[config.mk]
export PLATFORM = sky130hd
export DESIGN_NAME = div_unit_flat
export DESIGN_NICKNAME = d
export VERILOG_FILES = /design/src/rtl/div_unit_pkg.sv /design/src/rtl/div_unit_if.sv /design/src/rtl/div_unit.sv /design/src/flat_wrapper.sv
export SDC_FILE = /design/constraint.sdc
export NUM_CORES = 1
export LEC_CHECK = 0
export ABC_AREA = 1
export CORE_MARGIN = 4
export CORE_UTILIZATION = 46
export DETAILED_ROUTE_END_ITERATION = 6
export PLACE_DENSITY = 0.73
export SLEW_MARGIN = 30
export SYNTH_ARGS = -nofsm -noshare
export SYNTH_HDL_FRONTEND = slang
export SYNTH_SLANG_ARGS = --single-unit
[constraint.sdc]
create_clock -name clk -period 4.5 [get_ports clk]
set_clock_uncertainty 0.2 [all_clocks]
set_input_delay 0.9 -clock clk [delete_from_list [all_inputs] [get_ports clk]]
set_output_delay 0.9 -clock clk [all_outputs]
set_load 0.05 [all_outputs]
[src/rtl/div_unit_pkg.sv]
// Shared types for the execute-stage divide handshake and the divider state record.
// Holds the divider FSM state, register record and its reset value.
package wires;

    localparam int XLEN = 32;
    localparam int CW   = $clog2(XLEN);

    typedef enum logic [1:0] {
        divs = 2'd0,
        divu = 2'd1,
        rem  = 2'd2,
        remu = 2'd3
    } div_op_type;

    typedef struct packed {
        logic             enable;
        div_op_type       op;
        logic [XLEN-1:0]  rdata1;
        logic [XLEN-1:0]  rdata2;
    } div_in_type;

    typedef struct packed {
        logic             ready;
        logic [XLEN-1:0]  result;
    } div_out_type;

    localparam div_in_type init_div_op = '{
        enable: 1'b0,
        op:     divs,
        rdata1: {XLEN{1'b0}},
        rdata2: {XLEN{1'b0}}
    };

    typedef enum logic [1:0] {
        IDLE = 2'd0,
        BUSY = 2'd1,
        DONE = 2'd2
    } div_state_type;

    typedef struct packed {
        div_state_type    state;
        logic [CW-1:0]    counter;
        div_op_type       op;
        logic             negq;
        logic             negr;
        logic [XLEN-1:0]  divisor;
        logic [XLEN-1:0]  quo;
        logic [XLEN:0]    rem;
        logic [XLEN-1:0]  result;
        logic             ready;
    } div_reg_type;

    localparam div_reg_type init_div_reg = '{
        state:   IDLE,
        counter: {CW{1'b0}},
        op:      divs,
        negq:    1'b0,
        negr:    1'b0,
        divisor: {XLEN{1'b0}},
        quo:     {XLEN{1'b0}},
        rem:     {(XLEN+1){1'b0}},
        result:  {XLEN{1'b0}},
        ready:   1'b0
    };

    function automatic logic is_signed_op(input div_op_type op);
        return (op == divs) || (op == rem);
    endfunction

    function automatic logic is_div_op(input div_op_type op);
        return (op == divs) || (op == divu);
    endfunction

endpackage

[src/rtl/div_unit_if.sv]
// Divide handshake between the execute stage (master) and the divider (slave).
interface div_unit_if;
    import wires::*;

    div_in_type  div_in;
    div_out_type div_out;

    modport master (output div_in, input div_out);
    modport slave  (input div_in, output div_out);
endinterface

[src/rtl/div_unit.sv]
// Iterative radix-2 restoring divider for RV32M DIV/DIVU/REM/REMU.
// Optional DIV_EARLY_OUT_EN: trivial cases (zero divisor, overflow, |divisor|>|dividend|) finish in one cycle.
module div_unit
    import wires::*;
(
    input  logic        clk,
    input  logic        rst,
    div_unit_if.slave   bus
);

    div_reg_type r;
    div_reg_type rin;
    div_reg_type v;

    logic            signed_op_s;
    logic            sgn1_s;
    logic            sgn2_s;
    logic [XLEN-1:0] mag1_s;
    logic [XLEN-1:0] mag2_s;
    logic [XLEN:0]   rem_shift_s;
    logic [XLEN:0]   diff_s;
    logic [XLEN:0]   step_rem_s;
    logic [XLEN-1:0] step_quo_s;
    logic [XLEN-1:0] q_s;
    logic [XLEN-1:0] rr_s;

    assign signed_op_s = is_signed_op(bus.div_in.op);
    assign sgn1_s      = signed_op_s & bus.div_in.rdata1[XLEN-1];
    assign sgn2_s      = signed_op_s & bus.div_in.rdata2[XLEN-1];
    assign mag1_s      = sgn1_s ? -bus.div_in.rdata1 : bus.div_in.rdata1;
    assign mag2_s      = sgn2_s ? -bus.div_in.rdata2 : bus.div_in.rdata2;

`ifdef DIV_EARLY_OUT_EN
    logic            early_s;
    logic [XLEN-1:0] early_result_s;

    // Detects operations whose architectural result is known without iterating.
    always_comb begin
        early_s        = 1'b0;
        early_result_s = {XLEN{1'b0}};
        if (bus.div_in.rdata2 == {XLEN{1'b0}}) begin
            early_s        = 1'b1;
            early_result_s = is_div_op(bus.div_in.op) ? {XLEN{1'b1}} : bus.div_in.rdata1;
        end else if (signed_op_s && (bus.div_in.rdata1 == 32'h8000_0000)
                     && (bus.div_in.rdata2 == 32'hFFFF_FFFF)) begin
            early_s        = 1'b1;
            early_result_s = is_div_op(bus.div_in.op) ? 32'h8000_0000 : 32'h0000_0000;
        end else if (mag2_s > mag1_s) begin
            // Remainder keeps the dividend's sign, so the raw dividend is already correct.
            early_s        = 1'b1;
            early_result_s = is_div_op(bus.div_in.op) ? {XLEN{1'b0}} : bus.div_in.rdata1;
        end else begin
            early_s        = 1'b0;
        end
    end
`endif

    // Next-state logic: operand capture, one restoring step per cycle, sign fix-up.
    always_comb begin
        v       = r;
        v.ready = 1'b0;

        rem_shift_s = {r.rem[XLEN-1:0], r.quo[XLEN-1]};
        diff_s      = rem_shift_s - {1'b0, r.divisor};
        if (rem_shift_s >= {1'b0, r.divisor}) begin
            step_rem_s = diff_s;
            step_quo_s = {r.quo[XLEN-2:0], 1'b1};
        end else begin
            step_rem_s = rem_shift_s;
            step_quo_s = {r.quo[XLEN-2:0], 1'b0};
        end
        q_s  = r.negq ? -step_quo_s : step_quo_s;
        rr_s = r.negr ? -step_rem_s[XLEN-1:0] : step_rem_s[XLEN-1:0];

        case (r.state)
            IDLE: begin
                if (bus.div_in.enable) begin
                    v.state   = BUSY;
                    v.op      = bus.div_in.op;
                    // A zero divisor must leave the all-ones quotient untouched.
                    v.negq    = (sgn1_s ^ sgn2_s) & (bus.div_in.rdata2 != {XLEN{1'b0}});
                    v.negr    = sgn1_s;
                    v.divisor = mag2_s;
                    v.quo     = mag1_s;
                    v.rem     = {(XLEN+1){1'b0}};
                    v.counter = CW'(XLEN-1);
`ifdef DIV_EARLY_OUT_EN
                    if (early_s) begin
                        v.state  = DONE;
                        v.ready  = 1'b1;
                        v.result = early_result_s;
                    end else begin
                        v.state  = BUSY;
                    end
`endif
                end else begin
                    v.state = IDLE;
                end
            end
            BUSY: begin
                if (!bus.div_in.enable) begin
                    v.state = IDLE;
                end else begin
                    v.rem = step_rem_s;
                    v.quo = step_quo_s;
                    if (r.counter == {CW{1'b0}}) begin
                        v.state  = DONE;
                        v.ready  = 1'b1;
                        v.result = is_div_op(r.op) ? q_s : rr_s;
                    end else begin
                        v.counter = r.counter - {{(CW-1){1'b0}}, 1'b1};
                    end
                end
            end
            DONE: begin
                v.state = IDLE;
            end
            default: begin
                v = init_div_reg;
            end
        endcase

        rin = v;
    end

    // State register with asynchronous active-low clear.
    always_ff @(posedge clk or negedge rst) begin
        if (!rst) begin
            r <= init_div_reg;
        end else begin
            r <= rin;
        end
    end

    assign bus.div_out.ready  = r.ready;
    assign bus.div_out.result = r.result;

endmodule

[src/flat_wrapper.sv]
// flat-port wrapper written by rule: the top's interface ports become plain ports
module div_unit_flat import wires::*;
  (clk, rst, bus_div_in, bus_div_out);
  div_unit_if bus_i ();
  input  logic clk;
  input  logic rst;
  input wire logic [$bits(bus_i.div_in)-1:0] bus_div_in;
  output wire logic [$bits(bus_i.div_out)-1:0] bus_div_out;
  assign bus_i.div_in = bus_div_in;
  assign bus_div_out = bus_i.div_out;
  div_unit u_core (.clk(clk), .rst(rst), .bus(bus_i));
endmodule
==> results.sh <==
export IMPL_cts_tree="built"
export IMPL_clk_root_buffer_cell="sky130_fd_sc_hd__clkbuf_16"
export IMPL_syn2layout_area_growth_pct=13.9
export IMPL_final_min_period_over_clock_period_pct=91.8
export IMPL_yosysWarningCount=0
export IMPL_detail_route_drc_violations=0
export IMPL_final_util_pct=53.3
export IMPL_detailed_route_via_count=13500
export IMPL_total_leakage_power_uw=0.00733
export IMPL_mostFrequentLayoutCell="sky130_fd_sc_hd__nand2_1"
export IMPL_power_ir_vdd_worst_v=0.000371
export IMPL_clock_fmax_mhz=242
export IMPL_timing_final_setup_violations=0
export IMPL_post_synthesis_sequential_area_ratio_pct=27.6
export IMPL_p_switching_uw=6080
export IMPL_ys_top_cells_by_area="sky130_fd_sc_hd__dfrtp_1, sky130_fd_sc_hd__nand2_1, sky130_fd_sc_hd__inv_1"
export IMPL_grt_usage_pct=27.9
export IMPL_sw_frac_of_total_pct=57.3
export IMPL_via_per_inst=5.49
export IMPL_final_net_count=2218
export IMPL_chipHeight_um=174
export IMPL_timing_max_transition_violations_final=0
export IMPL_final_weighted_congestion_in_routability_driven_placement=0.968
export IMPL_die_width_um=174
export IMPL_globalRoute_totalOverflow=0
export IMPL_status="complete, no violations"
export IMPL_cell_internal_pwr_uw=4530
export IMPL_final_wl_mm=43.2
export IMPL_syn_inst=2057
export IMPL_layout_common_cells="sky130_fd_sc_hd__nand2_1, sky130_fd_sc_hd__inv_1, sky130_fd_sc_hd__nor2_1, sky130_fd_sc_hd__nand3_1, sky130_fd_sc_hd__o21ai_0"
export IMPL_cap_violations=0
export IMPL_cts_buffers_inserted=17
export IMPL_ys_flop_type="sky130_fd_sc_hd__dfrtp_1"
export IMPL_n_antenna_cell=0
export IMPL_postRouteAntennaNets=0
export IMPL_relSlewSlack_pct=43.2
export IMPL_clockBufferDepth=2
export IMPL_cts_hold_buffers=0
export IMPL_holdCritPathClass="in2async"
export IMPL_power_frac_seq_pct=16.4
export IMPL_clock_power_share_pct=13.8
export IMPL_power_frac_comb_pct=69.8
export IMPL_critical_path_data_arrival_time_ps=4250
export IMPL_number_of_antenna_violations_at_the_first_check_in_global_routing=0
export IMPL_grt_pass1_vias=12100
export IMPL_finalSetupTns_ps=0
export IMPL_distinct_cell_type_count_of_the_synthesized_netlist=54
export IMPL_syn_area_per_cell_um2=6.13
export IMPL_drt_iter0_drc=1515
export IMPL_pin_count=102
export IMPL_pwr_density_cell_nw_per_um2=738
export IMPL_core_um2=27000
export IMPL_detailedPlacementHpwl_mm=34.2
export IMPL_end_kind="flip-flop"
export IMPL_tritoncts_num_sinks=139
export IMPL_grt_max_degree=71
export IMPL_final_hold_viol_count=0
export IMPL_setup_worst_path_class="reg2reg"
export IMPL_io_buffers=101
export IMPL_die_area_um2=30100
export IMPL_number_of_synthesized_register_bits=139
export IMPL_synth_area_um2=12600
export IMPL_startpoint_type="flip-flop"
export IMPL_yosys_area_top_type_share_pct=27.6
export IMPL_wl_per_cell_um=17.5
export IMPL_worst_ep_required_time_ps=4620
export IMPL_clk_pin_slew_ps=80
export IMPL_cp_max_fo=38
export IMPL_layout_drive_gt1_share_pct=7.12
export IMPL_floorplan_rows=60
export IMPL_synth_top_area_cell="sky130_fd_sc_hd__dfrtp_1"
export IMPL_post_route_min_period_ps=4130
export IMPL_htree_levels=4
export IMPL_synth_async_sr_flop_share_pct=100
export IMPL_grt_pass1_wl_mm=67.3
export IMPL_synth_edff_count=0
export IMPL_minimum_hold_slack_ps=161
export IMPL_floorplan_initialDensity_pct=46.8
export IMPL_synth_fp_nets=2168
export IMPL_worst_pin_slew_ps=847
export IMPL_first_pass_detailed_route_iteration_total=5
export IMPL_worst_skew_late_latency_ps=440
export IMPL_setup_repair_after_global_routing_missed_its_margin="false"
## layer usage
metal	global-route usage [%]	routed length (um)	up-vias
met2	42.4	18800	539
met5	0	0	-
li1	-	-	6708
met4	6.60	807	0
met1	42.2	20300	6221
met3	3.71	3250	50
## state kept, by name, indices dropped and copies added, names as in the netlist
signal	flops
u_core.r	106
u_core.bus.div_out	33
## worst max-delay path, cell delays in order (launching register included)
cell and delay (ps):
sky130_fd_sc_hd__dfrtp_1 440, sky130_fd_sc_hd__ha_1 410, sky130_fd_sc_hd__nand2_1 120, sky130_fd_sc_hd__nor2_1 260, sky130_fd_sc_hd__nand2_1 90, sky130_fd_sc_hd__nand2_1 100
sky130_fd_sc_hd__inv_1 70, sky130_fd_sc_hd__nand2_2 80, sky130_fd_sc_hd__nand2_2 70, sky130_fd_sc_hd__nand2_4 80, sky130_fd_sc_hd__buf_4 400, sky130_fd_sc_hd__nand2_2 90
sky130_fd_sc_hd__o21ai_2 170, sky130_fd_sc_hd__ha_1 240, sky130_fd_sc_hd__nand3_1 130, sky130_fd_sc_hd__nor2_4 140, sky130_fd_sc_hd__nand3_2 100, sky130_fd_sc_hd__nand2_2 90
sky130_fd_sc_hd__nand3_2 130, sky130_fd_sc_hd__nor2_4 160, sky130_fd_sc_hd__nand2_1 70, sky130_fd_sc_hd__nand2_1 50, sky130_fd_sc_hd__nand3_1 140, sky130_fd_sc_hd__nand2_1 100
sky130_fd_sc_hd__nand2_1 50
## what timing repair did
item,in CTS,in global routing
gates resized for setup,0,9
endpoints found under the setup margin,0,2
buffers inserted,0,1
## cell usage after synthesis, types with 7 or more instances
cell,count
sky130_fd_sc_hd__a21oi_1,81
sky130_fd_sc_hd__a31oi_1,10
sky130_fd_sc_hd__and2_1,7
sky130_fd_sc_hd__buf_2,8
sky130_fd_sc_hd__buf_4,33
sky130_fd_sc_hd__buf_6,7
sky130_fd_sc_hd__clkbuf_1,45
sky130_fd_sc_hd__dfrtp_1,139
sky130_fd_sc_hd__ha_1,41
sky130_fd_sc_hd__inv_1,305
sky130_fd_sc_hd__inv_2,14
sky130_fd_sc_hd__nand2_1,601
sky130_fd_sc_hd__nand2_2,22
sky130_fd_sc_hd__nand3_1,163
sky130_fd_sc_hd__nand3_2,8
sky130_fd_sc_hd__nand4_1,24
sky130_fd_sc_hd__nor2_1,181
sky130_fd_sc_hd__nor2_2,11
sky130_fd_sc_hd__nor3_1,34
sky130_fd_sc_hd__nor3_2,8
sky130_fd_sc_hd__o21ai_0,152
sky130_fd_sc_hd__o21ai_1,13
sky130_fd_sc_hd__o22ai_1,55
sky130_fd_sc_hd__o31ai_1,9
sky130_fd_sc_hd__xor2_1,16
## stage by stage
stage	worst slack, ps	cells	cell area (um^2)	power (uW)
after floorplan	729	2057	12600	6930
after global placement	166	2427	13700	8920
after detailed placement	201	2428	13700	8960
after CTS	374	2460	14300	10500
after global routing	9.10	2461	14400	11500
final	369	2461	14400	10600
## kinds of logic (layout without fill, tap and decap cells)
family | count (synthesis) | after routing | synth area share (%)
simple gates | 1086 | 1086 | 37.3
compound gates | 354 | 354 | 15.7
flops | 139 | 139 | 27.6
buf+inv | 419 | 482 | 14.0
xor+xnor | 17 | 17 | 1.18
fa+ha+maj | 42 | 42 | 4.22
## path summary, 6_finish.rpt
check                                                        start                                 end  slack [ps]  cells after the start
worst max-delay path                      u_core.r[45]$_DFFE_PN0P_  u_core.bus.div_out[28]$_DFFE_PN0P_         370                     24
worst min-delay path                                           rst           u_core.r[107]$_DFFE_PN0P_         160                      1
worst max register to register            u_core.r[45]$_DFFE_PN0P_  u_core.bus.div_out[28]$_DFFE_PN0P_         370                     24
worst min register to register  u_core.bus.div_out[27]$_DFFE_PN0P_  u_core.bus.div_out[27]$_DFFE_PN0P_         280                      2
max in group asynchronous                                      rst  u_core.bus.div_out[22]$_DFFE_PN0P_        2990                      3
min in group clk                u_core.bus.div_out[27]$_DFFE_PN0P_  u_core.bus.div_out[27]$_DFFE_PN0P_         280                      2
## layout make-up
class	count	area, um^2
fill	2734	12600
multi-input combinational	1499	7410
sequential	139	3480
timing repair buffer	128	1250
inverter	322	1210
clock buffer	18	439
tap	341	427
clock inverter	14	166
## power groups by stage
stage / clock network [uW] / registers [uW] / logic [uW]
finish: 1460 / 1740 / 7410
floorplan: 0 / 1680 / 5240
global placement: 0 / 1740 / 7170
global route: 1540 / 1760 / 8190
detailed placement: 0 / 1750 / 7200
CTS: 1470 / 1730 / 7250
No activity file was read; power rests on OpenSTA's default activity.
